--- config.mk ---
export PLATFORM = sky130hd
export DESIGN_NAME = rv32i_regfile
export DESIGN_NICKNAME = d
export VERILOG_FILES = /design/src/rtl/rv32i_regfile.sv
export SDC_FILE = /design/constraint.sdc
export NUM_CORES = 2
export LEC_CHECK = 0
export BUFFER_PORTS_ARGS = -buffer_cell sky130_fd_sc_hd__clkbuf_2
export CELL_PAD_IN_SITES_DETAIL_PLACEMENT = 1
export CELL_PAD_IN_SITES_GLOBAL_PLACEMENT = 1
export CORE_UTILIZATION = 46
export CTS_BUF_LIST = sky130_fd_sc_hd__clkbuf_16
export DETAILED_ROUTE_END_ITERATION = 10
export HOLD_SLACK_MARGIN = 0.12
export PLACE_DENSITY_LB_ADDON = 0.2
export SETUP_SLACK_MARGIN = 0.3
export SYNTH_ARGS = -nofsm -noshare
export SYNTH_HDL_FRONTEND = slang
export SYNTH_SLANG_ARGS = --single-unit
--- constraint.sdc ---
create_clock -name clk -period 2.3 [get_ports clk]
set_clock_uncertainty 0.2 [all_clocks]
set_input_delay 0.23 -clock clk [delete_from_list [all_inputs] [get_ports clk]]
set_output_delay 0.23 -clock clk [all_outputs]
set_load 0.02 [all_outputs]
--- src/rtl/rv32i_regfile.sv ---
// rv32i_regfile: 32 x 32-bit RV32I integer register file.
// Fed by the MEM/WB pipeline register. It has two combinational read
// ports for decode and an optional same-cycle write-to-read bypass.
// x0 has no storage and always reads 0.
module rv32i_regfile #(
    parameter int DATA_W = 32,
    parameter int ADDR_W = 5,
    parameter int BYPASS = 1
) (
    input  logic              clk,
    input  logic              reset,
    input  logic              werf_in,
    input  logic [ADDR_W-1:0] write_addr_in,
    input  logic [DATA_W-1:0] wb_data_in,
    input  logic [ADDR_W-1:0] rs1_addr,
    input  logic [ADDR_W-1:0] rs2_addr,
    output logic [DATA_W-1:0] rs1_data,
    output logic [DATA_W-1:0] rs2_data
);

    localparam int DEPTH = 1 << ADDR_W;

    // Index 0 is deliberately absent: x0 is hard-wired to zero.
    logic [DATA_W-1:0] regs_q [1:DEPTH-1];
    logic [DATA_W-1:0] regs_d [1:DEPTH-1];

    logic              wr_fire;
    logic [DATA_W-1:0] rs1_stored;
    logic [DATA_W-1:0] rs2_stored;
    logic              rs1_hit;
    logic              rs2_hit;

    // A write qualifies only out of reset, when enabled and not aimed at x0.
    // The bypass uses the same term, so it is also suppressed during reset.
    assign wr_fire = reset & werf_in & (write_addr_in != '0);

    // Next-state array: copy the current contents, then overlay the single write.
    always_comb begin
        for (int i = 1; i < DEPTH; i++) begin
            regs_d[i] = regs_q[i];
            if (wr_fire && (write_addr_in == ADDR_W'(i))) begin
                regs_d[i] = wb_data_in;
            end
        end
    end

    // Storage flops with asynchronous clear.
    always_ff @(posedge clk or negedge reset) begin
        if (!reset) begin
            for (int i = 1; i < DEPTH; i++) begin
                regs_q[i] <= '0;
            end
        end else begin
            for (int i = 1; i < DEPTH; i++) begin
                regs_q[i] <= regs_d[i];
            end
        end
    end

    // Read muxes. Address 0 falls through to the zero default.
    always_comb begin
        rs1_stored = '0;
        rs2_stored = '0;
        for (int i = 1; i < DEPTH; i++) begin
            if (rs1_addr == ADDR_W'(i)) rs1_stored = regs_q[i];
            if (rs2_addr == ADDR_W'(i)) rs2_stored = regs_q[i];
        end
    end

    // Bypass hits are evaluated per port, so both ports may forward the same rd.
    always_comb begin
        rs1_hit = (BYPASS != 0) && wr_fire && (write_addr_in == rs1_addr);
        rs2_hit = (BYPASS != 0) && wr_fire && (write_addr_in == rs2_addr);
    end

    // Output selection. During reset, force 0 regardless of the flop state.
    always_comb begin
        rs1_data = '0;
        rs2_data = '0;
        if (reset) begin
            rs1_data = rs1_hit ? wb_data_in : rs1_stored;
            rs2_data = rs2_hit ? wb_data_in : rs2_stored;
        end
    end

endmodule

==> run_results.csv, run 1 <==
group,metric,value,unit
yosys,netlist_instances,5355,
yosys,synth_most_common_cell,"dfrtp_1",
clock_network,cts-htree-levels,3,
clock_network,tritoncts_buffers,114,
clock_network,ctsLongestPathBuffers,3,
yosys,synthTopCellsByArea,"dfrtp_1 (44%), mux2_2 (20%), a22oi_1 (3.7%), o21ai_0 (3.3%), a21oi_1 (2.8%)",
timing,worstEndpointType,"primary output",
die,start_util,46.5,%
yosys,syn-num-nets,5405,
yosys,post_synth_instance_area,56000,sq um
die,die_width,351,microns
yosys,synth_top_area_cell,"dfrtp_1",
yosys,synth_warnings,0,
yosys,synthArstFlopShare,100,%
timing,grt_repair_worst_endpoint,"rs2_data[2]",
die,row_count,127,
yosys,netlist_top_cells_count,"dfrtp_1 (992), mux2_2 (986), nand2_1 (379)",
die,ios,114,
yosys,synthDominantCellAreaShare,44.4,%
yosys,yosys_register_bits,992,
yosys,synth_edf_count,0,
placed_design,hpwlAfterDp,283000,microns
clock_network,cts_sinks,992,
status,outcome,"stopped before the end",
yosys,synth.lib_cells_used.distinct,106,
yosys,synthesis.area_per_instance,10.5,sq um
placed_design,place.port_buffers,113,
placed_design,gp_congestion,1.13,
clock_network,cts_root_buf,"clkbuf_16",
status,outcome.stop_stage,"global routing (5_1_grt)",
yosys,ys_dominant_reg_cell,"dfrtp_1",
die,die-height,351,microns
global_routing,maximum_number_of_pins_on_one_net_before_global_route_repair,177,
status,error_message,"[ERROR GRT-0228] Horizontal edge usage exceeds the maximum allowed. (2, 2) usage=65535 limit=3200",
placed_design,placedCellCount,8090,
yosys,synth-seq-area-share,44.4,%
-- stage by stage --
stage               cell area, sq um  utilization [%]  setup TNS (ns)  setup WS [ns]  hold WS [ns]
floorplan                      57800                -           -3.35         -0.167        -0.266
global placement               71300             59.2         -180.64          -1.64         0.132
detailed placement             71300             59.2         -220.16          -1.64         0.139
CTS                            80800             67.2         -135.62          -1.30        -0.462
-- logic make-up after synthesis --
| logic type | share of synthesized area, % |
|---|---|
| AND/OR/NAND/NOR | 9.25 |
| XOR/XNOR | 0.156 |
| AO/OA/AOI/OAI | 19.6 |
| multiplexers | 22.0 |
| flip-flops | 44.4 |
| buffers and inverters | 4.61 |
-- timing repair --
| item | CTS |
|---|---|
| hold buffers | 69 |
| pin swaps | 228 |
| resized for setup | 730 |
| endpoints found under the hold margin | 1211 |
| endpoints found under the setup margin | 89 |
| cloned | 7 |
| setup buffers | 144 |
==> run 2, diff against run 1 <==
==> config.mk (replaced) <==
export PLATFORM = sky130hd
export DESIGN_NAME = rv32i_regfile
export DESIGN_NICKNAME = d
export VERILOG_FILES = /design/src/rtl/rv32i_regfile.sv
export SDC_FILE = /design/constraint.sdc
export NUM_CORES = 2
export LEC_CHECK = 0
export BUFFER_PORTS_ARGS = -buffer_cell sky130_fd_sc_hd__clkbuf_2
export CORE_UTILIZATION = 40
export DETAILED_ROUTE_END_ITERATION = 10
export PLACE_DENSITY_LB_ADDON = 0.15
export SYNTH_ARGS = -nofsm -noshare
export SYNTH_HDL_FRONTEND = slang
export SYNTH_SLANG_ARGS = --single-unit
==> constraint.sdc (replaced) <==
create_clock -name clk -period 3 [get_ports clk]
set_clock_uncertainty 0.2 [all_clocks]
set_input_delay 0.3 -clock clk [delete_from_list [all_inputs] [get_ports clk]]
set_output_delay 0.3 -clock clk [all_outputs]
set_load 0.02 [all_outputs]
==> run 2 against run 1 <==
The flow now finishes, with violations (setup timing). Synthesized cell count stayed put. Synthesized area unchanged.
==> run_results.csv, run 2 <==
group,metric,value,unit
cells_and_area,nets,6715,
pwr,clock_power_share,37.8,%
cells_and_area,post_route_cells_drive_above_1_share,52.6,%
clock_network,worst_setup_hold_path_clk_slew,0.07,ns
setup_path,number_of_buffers_and_inverters_on_the_critical_path,3,
detailed_routing,routed_wl,379000,microns
timing,final_critical_path_setup_slack,-0.692,ns
cells_and_area,finalInstanceArea,81300,sq um
setup_path,critical_path.startpoint_type,"flop",
placed_design,hpwlAfterDp,279000,microns
die,core_area,138000,sq um
cells_and_area,largest_register_ff_count,992,
global_routing,grt_pass1_wl,505000,microns
run,cap_violations,0,
yosys,synthDominantCellAreaShare,44.4,%
detailed_routing,drt_iter0_markers,10400,
setup_path,setup.worst_path.class,"flop to primary output",
die,die_width,376,microns
pwr,p_sw_share,32.4,%
clock_network,cts_root_buf,"clkbuf_16",
yosys,netlist_top_cells_count,"dfrtp_1 (992), mux2_2 (986), nand2_1 (379)",
timing,report.final.hold_viol_count,0,
yosys,synth_top_area_cell,"dfrtp_1",
timing,maxSlewHeadroom,22.4,%
setup_path,worst-endpoint-required,2.50,ns
timing,finalCritPeriodShare,123,%
yosys,yosys_register_bits,992,
yosys,post_synth_xor_area_fraction,0.157,%
setup_path,critical_path.slowest_cell,"o211ai_1",
placed_design,pre_cts_slack,-1.43,ns
detailed_routing,dr_total_vias,59800,
yosys,synth-adder-area-share,0,%
timing,rsz_0062_raised_after_global_routing,"true",
detailed_routing,drc,0,
setup_path,critPathArrivalTime,3.19,ns
global_routing,grt_pass1_vias,56000,
cells_and_area,fin_util,58.9,%
setup_path,critPathMaxStageDelay,0.50,ns
yosys,synth_most_common_cell,"dfrtp_1",
yosys,post_synth_instance_area,56000,sq um
timing,layout_min_cycle_time,3.69,ns
pwr,seq_power_share,41.5,%
pwr,leakagePower,36.5,nW
cells_and_area,final_cell_mix,"buf_4 (1149), mux2_2 (979), dfrtp_1 (970)",
setup_path,critical_path_peak_fanout,2,
clock_network,cts_sinks,992,
detailed_routing,drt-vias-per-instance,6.93,
cells_and_area,area.growth.synth_to_final,45.3,%
die,die_area,141000,sq um
timing,final-setup-viol-count,64,
yosys,syn-num-nets,5405,
yosys,muxShareOfSynthArea,22.0,%
cells_and_area,layout.cells.non_filler,8634,
pwr,power_density,515,nW/um^2
setup_path,worst_path_dominant_cell_family,"compound AO/OA/AOI/OAI gates",
clock_network,ctsLongestPathBuffers,3,
pwr,internal-power,28.3,mW
detailed_routing,number_of_iterations_in_the_first_detailed_routing_pass,9,
status,outcome,"finished, violations left",
setup_path,timing.critical_path.cells,"nand3b_1 > a2111oi_4 > a211o_1 > a221oi_2 > buf_4 > o211ai_1 > a21oi_2 > buf_6 > o31ai_4 > clkbuf_8",
worst_hold_path,hold_path.class,"input pin to flop",
yosys,synth-simple-area-share,9.25,%
yosys,synth_warnings,0,
global_routing,grt_remaining_overflow,0,
global_routing,maximum_number_of_pins_on_one_net_before_global_route_repair,121,
placed_design,placedInstanceArea,68700,sq um
pwr,worst_ir_drop_vdd,0.000565,V
clock_network,clk_latency,0.78,ns
timing,final-max-slew-violation-count,0,
detailed_routing,detail_route.wl_per_cell,43.9,microns
pwr,combPwrFrac,20.8,%
cells_and_area,largestRegisters,"regs_q (992)",
placed_design,placedCellCount,8121,
yosys,synth_edf_count,0,
yosys,ys_dominant_reg_cell,"dfrtp_1",
yosys,synth.lib_cells_used.distinct,106,
status,violations,"setup timing",
yosys,synthesis.area_per_instance,10.5,sq um
pwr,power_consumption,41.9,mW
detailed_routing,detail-route-antenna-nets,0,
die,row_count,136,
yosys,synthTopCellsByArea,"dfrtp_1 (44%), mux2_2 (20%), a22oi_1 (3.7%), o21ai_0 (3.3%), a21oi_1 (2.8%)",
yosys,synthArstFlopShare,100,%
yosys,synth_compound_gate_area_share,19.6,%
global_routing,antenna_found_initial,23,
placed_design,place.port_buffers,113,
clock_network,cts-htree-levels,3,
pwr,net-switching-power,13.5,mW
global_routing,grt_usage,52.4,%
cells_and_area,layout.cells.most_common,"buf_4",
timing,max_clock_freq,271,MHz
placed_design,gp_congestion,1.06,
timing,tns,-21.00,ns
yosys,dominant_combinational_cell_family_by_area_after_synthesis,"multiplexers",
yosys,synth-seq-area-share,44.4,%
timing,tightest_slew,1.16,ns
clock_network,tritoncts,"yes",
yosys,netlist_instances,5355,
clock_network,tritoncts_buffers,117,
die,die-height,376,microns
cells_and_area,regMostFlops,"regs_q",
die,ios,114,
die,start_util,40.5,%
timing,hold-worst-slack,0.0723,ns
setup_path,timing.critical_path.to_type,"primary output",
-- run 2: worst paths after layout --
path | start | to | slack, ns | cells after the start
setup reg to reg | regs_q[818] | regs_q[818] | 1.69 | 3
hold / removal | wb_data_in[23] | regs_q[855] | 0.07 | 2
setup / recovery | regs_q[962] | rs2_data[2] | -0.69 | 10
max in group asynchronous | reset | regs_q[818] | 0.55 | 5
hold reg to reg | regs_q[723] | regs_q[723] | 0.32 | 2
min in group asynchronous | reset | regs_q[309] | 0.16 | 5
-- run 2: routing by layer --
layer  track usage, %  vias up  part of all wire [%]
li1                 -    22900                     -
met1             69.7    30600                    39
met2             70.3     5063                    39
met3             21.0     1259                    14
met4             32.3       20                   7.8
met5                0        -                 0.038
-- run 2: kinds of logic after synthesis --
kind of cell    Yosys count
compound gates         1626
mux                    1099
simple gates           1076
flops                   992
buf+inv                 552
xor+xnor                 10
-- run 2: final cells by class --
class / count / area (sq um)
Antenna cell: 9 / 22.5
Clock buffer: 159 / 3370
Clock inverter: 57 / 793
Fill cell: 12000 / 56800
Inverter: 29 / 115
Multi-Input combinational cell: 3811 / 32700
Sequential cell: 992 / 24900
Tap cell: 1863 / 2330
Timing Repair Buffer: 1714 / 17100
-- run 2: what timing repair did --
action | CTS | global route
resized for setup | 1058 | 310
hold endpoints to repair | 520 | 9
pin swaps | 318 | 247
buffers inserted | 226 | 66
setup endpoints to repair | 64 | 64
hold buffers | 38 | 2
cloned | 5 | 3
-- run 2: power groups by stage --
stage | clock network (mW) | registers, mW | logic [mW]
floorplan | 0 | 16.3 | 3.47
global placement | 0 | 17.3 | 6.93
detailed placement | 0 | 17.3 | 7.01
CTS | 15.8 | 17.1 | 8.08
global route | 16.3 | 17.4 | 8.87
finish | 15.8 | 17.4 | 8.70
(Power assumes the default switching activity.)
